==> config.mk <==
export PLATFORM = sky130hd
export DESIGN_NAME = ps2_keyboard_rx
export DESIGN_NICKNAME = d
export VERILOG_FILES = /design/src/rtl/ps2_pkg.sv /design/src/rtl/kbd_scan_fifo.sv /design/src/rtl/ps2_keyboard_rx.sv
export SDC_FILE = /design/constraint.sdc
export NUM_CORES = 1
export LEC_CHECK = 0
export CAP_MARGIN = 20
export CORE_ASPECT_RATIO = 1.1
export CORE_MARGIN = 3
export CORE_UTILIZATION = 50
export CTS_BUF_LIST = sky130_fd_sc_hd__clkbuf_4
export DETAILED_ROUTE_END_ITERATION = 6
export PLACE_DENSITY_LB_ADDON = 0.3
export SLEW_MARGIN = 5
export SYNTH_ARGS = -nofsm -noshare
export SYNTH_HDL_FRONTEND = slang
export SYNTH_SLANG_ARGS = --single-unit
==> constraint.sdc <==
create_clock -name CLK_CPU -period 2.75 [get_ports CLK_CPU]
set_input_delay 0.55 -clock CLK_CPU [delete_from_list [all_inputs] [get_ports CLK_CPU]]
set_output_delay 0.55 -clock CLK_CPU [all_outputs]
set_load 0.05 [all_outputs]
==> src/rtl/ps2_pkg.sv <==
// Shared types and constants for the PS/2 keyboard receive path.
//   ps2_state_t   : deframer states
//   PS2_DATA_BITS : payload bits per PS/2 frame
//   PS2_BREAK / PS2_EXTEND : common scancode prefixes for downstream decoders
package ps2_pkg;

  localparam int PS2_DATA_BITS = 8;

  localparam logic [7:0] PS2_BREAK  = 8'hF0;
  localparam logic [7:0] PS2_EXTEND = 8'hE0;

  typedef enum logic [1:0] {
    IDLE,
    DATA,
    PARITY,
    STOP
  } ps2_state_t;

endpackage

==> src/rtl/kbd_scan_fifo.sv <==
// Synchronous scancode FIFO with a show-ahead head.
// Ports:
//   clk, reset          : clock, synchronous active-high reset
//   push, push_data     : write request and payload
//   pop                 : remove head entry (ignored when empty)
//   head                : current head entry, zero when empty
//   full, empty, count  : occupancy status
//   dropped             : push request rejected because the FIFO was full
module kbd_scan_fifo #(
  parameter int DEPTH = 8,
  parameter int WIDTH = 8
) (
  input  logic                       clk,
  input  logic                       reset,
  input  logic                       push,
  input  logic [WIDTH-1:0]           push_data,
  input  logic                       pop,
  output logic [WIDTH-1:0]           head,
  output logic                       full,
  output logic                       empty,
  output logic [$clog2(DEPTH+1)-1:0] count,
  output logic                       dropped
);

  localparam int AW = $clog2(DEPTH);
  localparam int CW = $clog2(DEPTH + 1);

  logic [WIDTH-1:0] mem [DEPTH];
  logic [AW-1:0]    wr_ptr;
  logic [AW-1:0]    rd_ptr;
  logic [CW-1:0]    cnt;
  logic             do_push;
  logic             do_pop;

  assign empty   = (cnt == '0);
  assign full    = (cnt == CW'(DEPTH));
  assign do_pop  = pop & ~empty;
  // A pop in the same cycle frees the slot, so a full FIFO can still accept.
  assign do_push = push & (~full | do_pop);
  assign dropped = push & ~do_push;
  assign count   = cnt;
  assign head    = empty ? '0 : mem[rd_ptr];

  always_ff @(posedge clk) begin
    if (do_push) begin
      mem[wr_ptr] <= push_data;
    end
  end

  always_ff @(posedge clk) begin
    if (reset) begin
      wr_ptr <= '0;
      rd_ptr <= '0;
      cnt    <= '0;
    end else begin
      if (do_push) wr_ptr <= wr_ptr + 1'b1;
      if (do_pop)  rd_ptr <= rd_ptr + 1'b1;
      case ({do_push, do_pop})
        2'b10:   cnt <= cnt + 1'b1;
        2'b01:   cnt <= cnt - 1'b1;
        default: cnt <= cnt;
      endcase
    end
  end

endmodule

==> src/rtl/ps2_keyboard_rx.sv <==
// PS/2 keyboard receiver: synchronizes the raw pins, deframes 11-bit frames
// (start, 8 data LSB-first, odd parity, stop) and queues good scancodes.
// Ports:
//   CLK_CPU, resetp               : clock, synchronous active-high reset
//   keyboard_clock, keyboard_data : raw asynchronous PS/2 pins
//   rd_en, rd_data, rd_valid      : show-ahead read port
//   fifo_count                    : entries held
//   err_clr                       : clear sticky error flags
//   parity_err, frame_err, overflow_err : sticky error flags
//
// state  | meaning
// IDLE   | waiting for a start bit (data low on a clock fall)
// DATA   | shifting in the 8 payload bits, LSB first
// PARITY | capturing the odd-parity bit
// STOP   | checking the stop bit and queueing the byte
module ps2_keyboard_rx
  import ps2_pkg::*;
#(
  parameter int FIFO_DEPTH     = 8,
  parameter int TIMEOUT_CYCLES = 1000
) (
  input  logic                            CLK_CPU,
  input  logic                            resetp,
  input  logic                            keyboard_clock,
  input  logic                            keyboard_data,
  input  logic                            rd_en,
  output logic [7:0]                      rd_data,
  output logic                            rd_valid,
  output logic [$clog2(FIFO_DEPTH+1)-1:0] fifo_count,
  input  logic                            err_clr,
  output logic                            parity_err,
  output logic                            frame_err,
  output logic                            overflow_err
);

  localparam int TW  = (TIMEOUT_CYCLES > 2) ? $clog2(TIMEOUT_CYCLES) : 1;
  localparam int BCW = $clog2(PS2_DATA_BITS);
  localparam logic [TW-1:0]  TMO_LAST = TW'(TIMEOUT_CYCLES - 1);
  localparam logic [BCW-1:0] BIT_LAST = BCW'(PS2_DATA_BITS - 1);

  logic clk_s1, clk_s2, clk_hist;
  logic dat_s1, dat_s2;
  logic fall;

  ps2_state_t                 state, state_n;
  logic [BCW-1:0]             bit_cnt, bit_cnt_n;
  logic [PS2_DATA_BITS-1:0]   shift, shift_n;
  logic                       par_ok, par_ok_n;
  logic [TW-1:0]              tmo_cnt;
  logic                       timeout;
  logic                       push;
  logic                       set_par;
  logic                       set_frm;
  logic                       fifo_dropped;
  logic                       fifo_full;
  logic                       fifo_empty;

  always_ff @(posedge CLK_CPU) begin
    if (resetp) begin
      clk_s1   <= 1'b1;
      clk_s2   <= 1'b1;
      clk_hist <= 1'b1;
      dat_s1   <= 1'b1;
      dat_s2   <= 1'b1;
    end else begin
      clk_s1   <= keyboard_clock;
      clk_s2   <= clk_s1;
      clk_hist <= clk_s2;
      dat_s1   <= keyboard_data;
      dat_s2   <= dat_s1;
    end
  end

  assign fall    = clk_hist & ~clk_s2;
  assign timeout = (state != IDLE) && (tmo_cnt == TMO_LAST);

  always_ff @(posedge CLK_CPU) begin
    if (resetp) begin
      tmo_cnt <= '0;
    end else if (fall || state == IDLE) begin
      tmo_cnt <= '0;
    end else if (tmo_cnt != TMO_LAST) begin
      tmo_cnt <= tmo_cnt + 1'b1;
    end
  end

  always_ff @(posedge CLK_CPU) begin
    if (resetp) begin
      state   <= IDLE;
      bit_cnt <= '0;
      shift   <= '0;
      par_ok  <= 1'b0;
    end else begin
      state   <= state_n;
      bit_cnt <= bit_cnt_n;
      shift   <= shift_n;
      par_ok  <= par_ok_n;
    end
  end

  always_comb begin
    state_n   = state;
    bit_cnt_n = bit_cnt;
    shift_n   = shift;
    par_ok_n  = par_ok;
    push      = 1'b0;
    set_par   = 1'b0;
    set_frm   = 1'b0;
    // A clock fall always takes priority over an expiring timeout.
    if (fall) begin
      case (state)
        IDLE: begin
          if (!dat_s2) begin
            state_n   = DATA;
            bit_cnt_n = '0;
            shift_n   = '0;
          end
        end
        DATA: begin
          shift_n   = {dat_s2, shift[PS2_DATA_BITS-1:1]};
          bit_cnt_n = bit_cnt + 1'b1;
          if (bit_cnt == BIT_LAST) state_n = PARITY;
        end
        PARITY: begin
          par_ok_n = ^{shift, dat_s2};
          state_n  = STOP;
        end
        STOP: begin
          if (dat_s2 && par_ok) push    = 1'b1;
          else if (dat_s2)      set_par = 1'b1;
          else                  set_frm = 1'b1;
          state_n = IDLE;
        end
        default: state_n = IDLE;
      endcase
    end else if (timeout) begin
      state_n = IDLE;
      shift_n = '0;
      set_frm = 1'b1;
    end
  end

  kbd_scan_fifo #(
    .DEPTH (FIFO_DEPTH),
    .WIDTH (PS2_DATA_BITS)
  ) u_fifo (
    .clk       (CLK_CPU),
    .reset     (resetp),
    .push      (push),
    .push_data (shift),
    .pop       (rd_en),
    .head      (rd_data),
    .full      (fifo_full),
    .empty     (fifo_empty),
    .count     (fifo_count),
    .dropped   (fifo_dropped)
  );

  assign rd_valid = ~fifo_empty;

  // Set events win over a simultaneous clear.
  always_ff @(posedge CLK_CPU) begin
    if (resetp) begin
      parity_err   <= 1'b0;
      frame_err    <= 1'b0;
      overflow_err <= 1'b0;
    end else begin
      parity_err   <= set_par      | (parity_err   & ~err_clr);
      frame_err    <= set_frm      | (frame_err    & ~err_clr);
      overflow_err <= fifo_dropped | (overflow_err & ~err_clr);
    end
  end

endmodule

==> impl_metrics.toml <==
[setup_path]
worstPathCellList = "buf_6 -> mux4_2 -> mux2i_1 -> nor2_1 -> buf_4"
slowest_stage = "mux4_2"
arrival_ns = 2.04
crit_fanout = 16
crit_type = "flop to output port"
worstSetupEndpointType = "output port"
required_ns = 2.20
path_buf_inv = 2
cp-start-kind = "flop"
critPathTopFamily = "multiplexers"
crit_path_max_incr_delay_ns = 0.55

[global_route]
grt_pass1_vias = 2612
grt_pass1_wl_um = 12400
grt_use_met3_pct = 3.24
grt_use_met1_pct = 18.7
overflow = 0
grt-busiest-layer = "met2"
grtUsageMet2_pct = 26.1
antenna_found_initial = 0
grt_max_degree = 35
grt.total_usage_pct = 14.9

[layout]
areaGrowthSynthToFinish_pct = 11.1
n_antenna_cell = 0
drive_gt1_share_pct = 19.5
stdcell_count = 480
seq_area_um2 = 2830
final_nets = 382
multi_input_area_um2 = 1610
fillers = 702

[clocking]
cts.sinks = 109
cts_tree = "yes"
cts_made_buffers = 9
clk-insertion-delay-late_ns = 0.43
clockBufferDepth = 2
root_buffer = "clkbuf_4"
path_clk_slew_ns = 0.16
cts_resized = 0
htree_levels = 3
post-cts-setup-buffers = 0
cts_hold_buf = 0

[detailed_routing]
drt_pass1_iterations = 4
wl_per_cell_um = 15.0
vias_per_cell = 5.34
dr.first_iter.drc_count = 137
drc = 0
ant_nets = 0
routed_wl_um = 7210
vias = 2565

[floorplanning]
rows = 35
core-area_um2 = 8580
ios = 22
start_util_pct = 52.8
die_area_um2 = 10200
die_w_um = 96.8
die_h_um = 106

[timing]
rsz0062_at_grt = "no"
drv_slew = 0
setup_viol = 0
holdWs_ns = 0.434
fin_worst_skew_ns = 0.0121
period_minus_slack_ns = 2.59
final_hold_viol_count = 0
tightest_slew_ns = 0.527
setup-tns-final_ns = 0
min_period_over_period_pct = 94.3
relSlewSlack_pct = 64.8
clock.fmax_mhz = 386

[synthesis]
yosys.area.top_type = "edfxtp_1"
synth_warnings = 0
synth_area_leaders = "edfxtp_1, dfxtp_1, mux4_2, nor2_1, ha_1"
synth_fp_nets = 350
ys.flop_type = "edfxtp_1"
synth_area_per_cell_um2 = 13.7
synth_cell_types = 46
syn_inst = 332
synth_top_area_share_pct = 42.4
synth_enable_flop_cells = 64
synth_area_um2 = 4530
ys_async_sr_fraction_pct = 0
synth-seq-cells = 109
ys_seq_area_share_pct = 62.3

[pwr]
ir_drop_mv = 0.335
p_per_area_nw_per_um2 = 485
p_leak_uw = 0.00170
total_power_uw = 2440

[flow_run]
cap_viol_max_count = 0

[outcome]
outcome = "finished clean"

[placement]
dp.cells = 464
place_congestion = 0.736
io_buffer_count = 21
dp_hpwl_um = 4940

[min_path]
hp-class = "flop to flop"
==> power breakdown <==
part           internal [µW]  switching (µW)  leakage (µW)  total (µW)
Combinational           13.9            15.4      0.000681        29.3
Clock                    191             510     0.0000618         701
Sequential              1710            2.56      0.000958        1710
Total                   1920             528       0.00170        2440
==> per-layer routing <==
| metal | vias to the layer above | routed length [µm] |
|---|---|---|
| met5 | - | 0 |
| met1 | 1233 | 3290 |
| li1 | 1272 | - |
| met2 | 53 | 3530 |
| met3 | 7 | 304 |
| met4 | 0 | 84 |
==> worst register-to-register path: cells and delay by family (launching register included) <==
kind | cells | cell delay (ns)
buffers and inverters | 1 | 0.03
xor gates and xnor gates | 2 | 0.25
adders and majority gates | 2 | 0.45
AOI/OAI and AO/OA | 2 | 0.29
DFF | 1 | 0.38
and+or+nand+nor | 4 | 1.03
==> logic make-up after synthesis <==
logic type / synth area share, %
AOI/OAI and AO/OA: 5.16
adders and majority gates: 3.31
and+or+nand+nor: 11.6
DFF: 62.3
xor gates and xnor gates: 4.36
buffers and inverters: 2.21
muxes: 11.1
==> state kept, by name, indices dropped and copies added, names as in the netlist, 2 cells and up, named ones only <==
register,cells
bit_cnt,3
shift,8
state,2
tmo_cnt,10
u_fifo.count,4
u_fifo.mem,64
u_fifo.rd_ptr,3
u_fifo.wr_ptr,3
==> metrics by stage <==
step	setup WS (ns)	cell area (µm²)	util (%)
after floorplan	0.0193	4540	-
after global placement	0.118	4910	57.2
after detailed placement	0.0103	4910	57.2
after CTS	0.0166	5030	58.6
after global routing	0.0301	5040	58.7
final	0.157	5040	58.7
==> cell usage after synthesis, drive strengths merged, types with 4 or more instances <==
| library cell | number |
|---|---|
| xor2 | 11 |
| a22oi | 9 |
| mux4 | 16 |
| ha | 12 |
| edfxtp | 64 |
| nor3 | 6 |
| buf | 4 |
| dfxtp | 45 |
| inv | 10 |
| nand2b | 6 |
| a21oi | 11 |
| xnor2 | 9 |
| nand2 | 9 |
| nor2 | 56 |
| clkbuf | 10 |
| or2 | 7 |
| o21ai | 4 |
| mux2i | 13 |
==> placed cells by master, fill, tap and decap left out, types with 3 or more instances in the layout <==
cell type / count
a21oi_1: 10
a22oi_1: 9
buf_4: 21
clkbuf_4: 9
clkdlybuf4s50_1: 12
dfxtp_1: 42
dfxtp_2: 3
edfxtp_1: 64
ha_1: 12
inv_1: 9
mux2i_1: 13
mux4_2: 16
nand2_1: 9
nand2b_1: 6
nor2_1: 55
nor3_1: 6
o21ai_0: 4
or2_2: 7
xnor2_1: 9
xor2_1: 11
==> final timing paths <==
path / start / to / slack [ns] / depth (start not counted)
max: flop / rd_data[5] / 0.16 / 5
min: clk_s1 / clk_s2 / 0.43 / 1
max reg2reg: u_fifo.count[0] / u_fifo.count[2] / 0.25 / 11
min reg2reg: clk_s1 / clk_s2 / 0.43 / 1
==> final cells by class <==
class	instances	share of cell area [%]
Sequential cell	109	56.1
Tap cell	111	2.76
Inverter	10	0.795
Multi-Input combinational cell	199	32.0
Timing Repair Buffer	35	5.99
Clock buffer	9	1.34
Clock inverter	7	0.994
No activity file was read; power rests on OpenSTA's default activity.
